==> src/rtl/program_loader_if.sv <==
// Byte-stream and program-memory write bus between a boot host and program_loader.
// master is the host/memory side, slave is the loader that consumes bytes and issues writes.
interface program_loader_if #(
  parameter int WIDTH     = 32,
  parameter int ADD_WIDTH = 8
);
  logic [7:0]           byte_in;
  logic                 byte_valid;
  logic                 byte_ready;
  logic                 mem_we;
  logic [ADD_WIDTH-1:0] mem_add;
  logic [WIDTH-1:0]     mem_wdata;

  modport master (
    output byte_in, byte_valid,
    input  byte_ready, mem_we, mem_add, mem_wdata
  );

  modport slave (
    input  byte_in, byte_valid,
    output byte_ready, mem_we, mem_add, mem_wdata
  );
endinterface

==> src/rtl/program_loader.sv <==
// Boot loader: assembles little-endian serial bytes into words and writes them to program
// memory, holding the core in reset until a halt word or the last address has been written.
module program_loader #(
  parameter int DEPTH     = 256,
  parameter int WIDTH     = 32,
  parameter int ADD_WIDTH = 8
) (
  input  logic                 clk,
  input  logic                 rst,
  input  logic                 start,
  program_loader_if.slave      bus,
  output logic                 busy,
  output logic                 done,
  output logic                 core_hold,
  output logic [ADD_WIDTH:0]   word_count
);

  localparam int BYTES = WIDTH / 8;
  localparam int BCW   = (BYTES > 1) ? $clog2(BYTES) : 1;
  localparam logic [WIDTH-1:0]     HALT_WORD = WIDTH'(32'h0000_007F);
  localparam logic [ADD_WIDTH-1:0] LAST_ADD  = ADD_WIDTH'(DEPTH - 1);
  localparam logic [BCW-1:0]       LAST_BYTE = BCW'(BYTES - 1);

  typedef enum logic [1:0] {IDLE, LOAD, WRITE, DONE} state_t;

  state_t           state;
  state_t           next_state;
  logic [BCW-1:0]   byte_cnt;
  logic [WIDTH-1:0] asm_word;
  logic [WIDTH-1:0] next_word;
  logic             accept;
  logic             last_byte;
  logic             finish;

  // Handshake is decided from the state directly so byte_ready never feeds back into itself.
  assign accept    = (state == LOAD) && bus.byte_valid;
  assign last_byte = (byte_cnt == LAST_BYTE);
  assign finish    = (bus.mem_wdata == HALT_WORD) || (bus.mem_add == LAST_ADD);

  always_comb begin
    next_word = asm_word;
    next_word[int'(byte_cnt) * 8 +: 8] = bus.byte_in;
  end

  always_ff @(posedge clk or posedge rst) begin
    if (rst) state <= IDLE;
    else     state <= next_state;
  end

  always_comb begin
    next_state     = state;
    bus.byte_ready = 1'b0;
    bus.mem_we     = 1'b0;
    busy           = 1'b0;
    done           = 1'b0;
    core_hold      = 1'b1;
    case (state)
      IDLE: begin
        if (start) next_state = LOAD;
      end
      LOAD: begin
        bus.byte_ready = 1'b1;
        busy           = 1'b1;
        if (accept && last_byte) next_state = WRITE;
      end
      WRITE: begin
        bus.mem_we = 1'b1;
        busy       = 1'b1;
        next_state = finish ? DONE : LOAD;
      end
      DONE: begin
        done      = 1'b1;
        core_hold = 1'b0;
        if (start) next_state = LOAD;
      end
      default: next_state = IDLE;
    endcase
  end

  // mem_wdata only changes when a full word is assembled, so the memory bus stays quiet between writes.
  always_ff @(posedge clk or posedge rst) begin
    if (rst) begin
      byte_cnt      <= '0;
      asm_word      <= '0;
      bus.mem_add   <= '0;
      bus.mem_wdata <= '0;
      word_count    <= '0;
    end else begin
      case (state)
        IDLE, DONE: begin
          if (start) begin
            byte_cnt    <= '0;
            bus.mem_add <= '0;
            word_count  <= '0;
          end
        end
        LOAD: begin
          if (accept) begin
            asm_word <= next_word;
            if (last_byte) begin
              bus.mem_wdata <= next_word;
              byte_cnt      <= '0;
            end else begin
              byte_cnt <= byte_cnt + BCW'(1);
            end
          end
        end
        WRITE: begin
          word_count <= word_count + (ADD_WIDTH + 1)'(1);
          if (!finish) bus.mem_add <= bus.mem_add + ADD_WIDTH'(1);
        end
        default: ;
      endcase
    end
  end

endmodule

==> src/flat_wrapper.sv <==
// flat-port wrapper written by rule: the top's interface ports become plain ports
module program_loader_flat 
#(
  parameter int DEPTH     = 256,
  parameter int WIDTH     = 32,
  parameter int ADD_WIDTH = 8
)
  (clk, rst, start, busy, done, core_hold, word_count, bus_byte_in, bus_byte_valid, bus_byte_ready, bus_mem_we, bus_mem_add, bus_mem_wdata);
  program_loader_if #(.WIDTH(WIDTH), .ADD_WIDTH(ADD_WIDTH)) bus_i ();
  input  logic clk;
  input  logic rst;
  input  logic start;
  output logic busy;
  output logic done;
  output logic core_hold;
  output logic [ADD_WIDTH:0] word_count;
  input wire logic [$bits(bus_i.byte_in)-1:0] bus_byte_in;
  input wire logic [$bits(bus_i.byte_valid)-1:0] bus_byte_valid;
  output wire logic [$bits(bus_i.byte_ready)-1:0] bus_byte_ready;
  output wire logic [$bits(bus_i.mem_we)-1:0] bus_mem_we;
  output wire logic [$bits(bus_i.mem_add)-1:0] bus_mem_add;
  output wire logic [$bits(bus_i.mem_wdata)-1:0] bus_mem_wdata;
  assign bus_i.byte_in = bus_byte_in;
  assign bus_i.byte_valid = bus_byte_valid;
  assign bus_byte_ready = bus_i.byte_ready;
  assign bus_mem_we = bus_i.mem_we;
  assign bus_mem_add = bus_i.mem_add;
  assign bus_mem_wdata = bus_i.mem_wdata;
  program_loader #(.DEPTH(DEPTH), .WIDTH(WIDTH), .ADD_WIDTH(ADD_WIDTH)) u_core (.clk(clk), .rst(rst), .start(start), .bus(bus_i), .busy(busy), .done(done), .core_hold(core_hold), .word_count(word_count));
endmodule
==> config.mk <==
export PLATFORM = sky130hd
export DESIGN_NAME = program_loader_flat
export DESIGN_NICKNAME = d
export VERILOG_FILES = /design/src/rtl/program_loader_if.sv /design/src/rtl/program_loader.sv /design/src/flat_wrapper.sv
export SDC_FILE = /design/constraint.sdc
export NUM_CORES = 1
export LEC_CHECK = 0
export CAP_MARGIN = 20
export CORE_MARGIN = 2
export CORE_UTILIZATION = 54
export DETAILED_ROUTE_END_ITERATION = 10
export PLACE_DENSITY = 0.8
export SLEW_MARGIN = 30
export SYNTH_ARGS = -nofsm -noshare
export SYNTH_HDL_FRONTEND = slang
export SYNTH_SLANG_ARGS = --single-unit
==> constraint.sdc <==
create_clock -name clk -period 3.79 [get_ports clk]
set_input_delay 1.137 -clock clk [delete_from_list [all_inputs] [get_ports clk]]
set_output_delay 1.137 -clock clk [all_outputs]
set_load 0.02 [all_outputs]
==> out/results.ini <==
[finish]
stdcell_area_um2 = 5110
drive_above_1_share_pct = 7.38
final_cell_mix = dfrtp_1, clkdlybuf4s50_1, nand2_1
fin_nets = 493
fillerInstances = 597
diodes = 0
stdcell_count = 576
final_common_cell = dfrtp_1
area.growth.synth_to_final_pct = 21.7

[route]
viasPerCell = 5.77
wl_met2_mm = 4.43
highest_layer = met4
drtPass1Iterations = 4
wl_met3_um = 316
drtIter0Drc = 247
wl_met1_mm = 4.51
routed-via-count = 3325
post-route-drc-count = 0
wl_per_cell_um = 16.3
ant_nets = 0
postRouteWirelength_mm = 9.40

[clock_network]
cts_inserted_buffers = 9
cts-root-buf = clkbuf_8
cts_sinks = 85
cts_tree = yes
clock_latency_ns = 0.36
htreeDepth = 3
ctsResizeCount = 0
cts_setup_buffers = 0
path_clk_slew_ns = 0.08
postCtsHoldBufs = 0
clockBufferDepth = 2

[yosys]
synth.distinct_cells = 53
synthAdderAreaFrac_pct = 3.58
synth_top_family_by_area = simple AND/OR/NAND/NOR gates
syn_avg_cell_area_um2 = 10.0
syn_nets = 443
synth-seq-cells = 85
synth-compound-area-share_pct = 19.8
synth-edff-count = 0
synth.top_cell.area_share_pct = 50.7
synth-async-reset-ratio_pct = 100
yosys_warnings = 0
synth_area_um2 = 4200
synth-xor-area-share_pct = 0.626
yosysSeqAreaShare_pct = 50.7
synthSimpleGateAreaFrac_pct = 19.8
postSynthCellCount = 419
ys.flop_type = dfrtp_1
synth_largest_area_cell = dfrtp_1
synthMuxAreaShare_pct = 0.745
synth_area_leaders = dfrtp_1, a22o_1, o21ai_0, nand2_1, nor2b_1

[timing]
rsz0062_at_grt = false
tns_ns = 0
clock.fmax_mhz = 315
relSlewSlack_pct = 49.6
worst_pin_slew_ns = 0.755
setup_viol = 0
finalMaxSlewViolations = 0
finalHoldViolations = 0
post-route-period-util_pct = 83.8
fin_skew_ns = 0.00957
finalCriticalPeriod_ns = 3.18
hold_ws_ns = 0.498

[run]
maxCapViolCount = 0

[worst_setup_path]
cp_data_required_time_ns = 2.65
cp.arrival_ns = 2.04
reg2reg_to = u_core.asm_word[2]
worstPathMaxFanout = 14
cp-end-kind = output pin
r2r_slack_ns = 1.33
reg2reg_depth = 5
r2r_start = u_core.byte_cnt[0]
path_class = flop to output pin
startpoint_type = flop

[floorplanning]
die_h_um = 92.2
die_w_um = 92.2
core-area_um2 = 7610
num_io_pins = 66
rows = 32
initial_utilization_pct = 55.2
dieArea_um2 = 8490

[global_routing]
grt.total_usage_pct = 23.5
globalRouteOverflowTotal = 0
grt_max_degree = 44
grt_pass1_wl_mm = 15.7
antenna_found_initial = 0
grt_pass1_vias = 3138

[placement]
gp_congestion = 0.847
portBuffers = 65
place_inst = 560
dp_hpwl_mm = 6.74
place_area_um2 = 4870

[worst_hold_path]
hold_path.class = flop to flop
holdPathEnd = u_core.asm_word[22]
worstHoldPathCells = 1
min_from = u_core.asm_word[22]

[power_and_ir_drop]
finalPower_uw = 2860
powerDensity_nw_per_um2 = 560
ir_drop_mv = 0.306
leakage_uw = 0.00217

[run_status]
outcome = finished clean

==> Yosys cell counts, types with 2 or more instances <==
library cell  number
inv_1             12
and3_1             2
mux2i_1            2
nand3_1           16
nor4_2             4
o221ai_2           2
o211ai_1           3
nor2b_1           33
nor3_1             3
buf_6              3
clkbuf_2           4
nor2b_4            2
clkbuf_1          10
buf_2              7
dfrtp_1           85
o41ai_1            2
nand4_1            5
nor2_1             9
ha_1              12
xnor2_1            2
or3_1              3
nand2_1           57
o21ai_0           45
buf_4              3
a21oi_1           34
or4_1              2
a22o_1            31
==> critical path: stages, from the launching register on <==
cell             delay (ns)
dfrtp_1                0.45
inv_1                  0.09
ha_1                   0.46
clkdlybuf4s50_1        0.70
==> flip-flops by register name, summed over array words and instances (netlist names) <==
| signal | flops |
|---|---|
| u_core.bus.mem_wdata | 32 |
| u_core.bus.mem_add | 8 |
| u_core.asm_word | 32 |
| u_core.word_count | 9 |
| u_core.state | 2 |
| u_core.byte_cnt | 2 |
==> kinds of logic (layout without fill, tap and decap cells) <==
group	Yosys count	after routing
XOR/XNOR	3	3
AND/OR/NAND/NOR	149	149
AO/OA/AOI/OAI	127	127
flip-flops	85	85
buffers and inverters	40	95
multiplexers	3	3
adder cells (fa/ha/maj)	12	12
==> area by class of cell <==
| class | count | area [um^2] | share of cell area, % |
|---|---|---|---|
| clock inverter | 4 | 95.1 | 1.86 |
| clock buffer | 12 | 145 | 2.84 |
| tap | 102 | 128 | 2.50 |
| sequential | 85 | 2130 | 41.6 |
| inverter | 12 | 46.3 | 0.906 |
| timing repair buffer | 67 | 691 | 13.5 |
| multi-input combinational | 294 | 1880 | 36.7 |
==> routing by layer <==
metal,track usage [%],vias to the layer above
li1,-,1592
met1,34.1,1637
met5,0,-
met2,36.6,85
met4,8.58,0
met3,2.79,11
==> power by group <==
group	internal [uW]	switching (uW)	leakage (uW)
clock network	456	315	0.000121
registers	1010	91.0	0.00117
logic	378	616	0.000876
total	1840	1020	0.00217
==> per-stage QoR <==
stage | util [%] | worst slack [ns]
4_1_cts | 67.2 | 0.615
5_1_grt | 67.2 | 0.526
6_report | 67.2 | 0.613
3_3_place_gp | 64.0 | 0.790
3_5_place_dp | 64.0 | 0.702
2_1_floorplan | - | 0.460
==> worst max-delay path by stage <==
stage,startpoint,end,slack [ns],cells past startpoint
after floorplan,rst,u_core.asm_word[0],0.46,1
after global placement,start,u_core.bus.mem_add[0],0.79,5
after detailed placement,start,u_core.bus.mem_add[0],0.70,5
after CTS,u_core.state[0],bus_mem_we,0.62,3
after global routing,u_core.state[0],bus_mem_we,0.53,3
final,u_core.state[0],bus_mem_we,0.61,3
(Power assumes the default switching activity.)
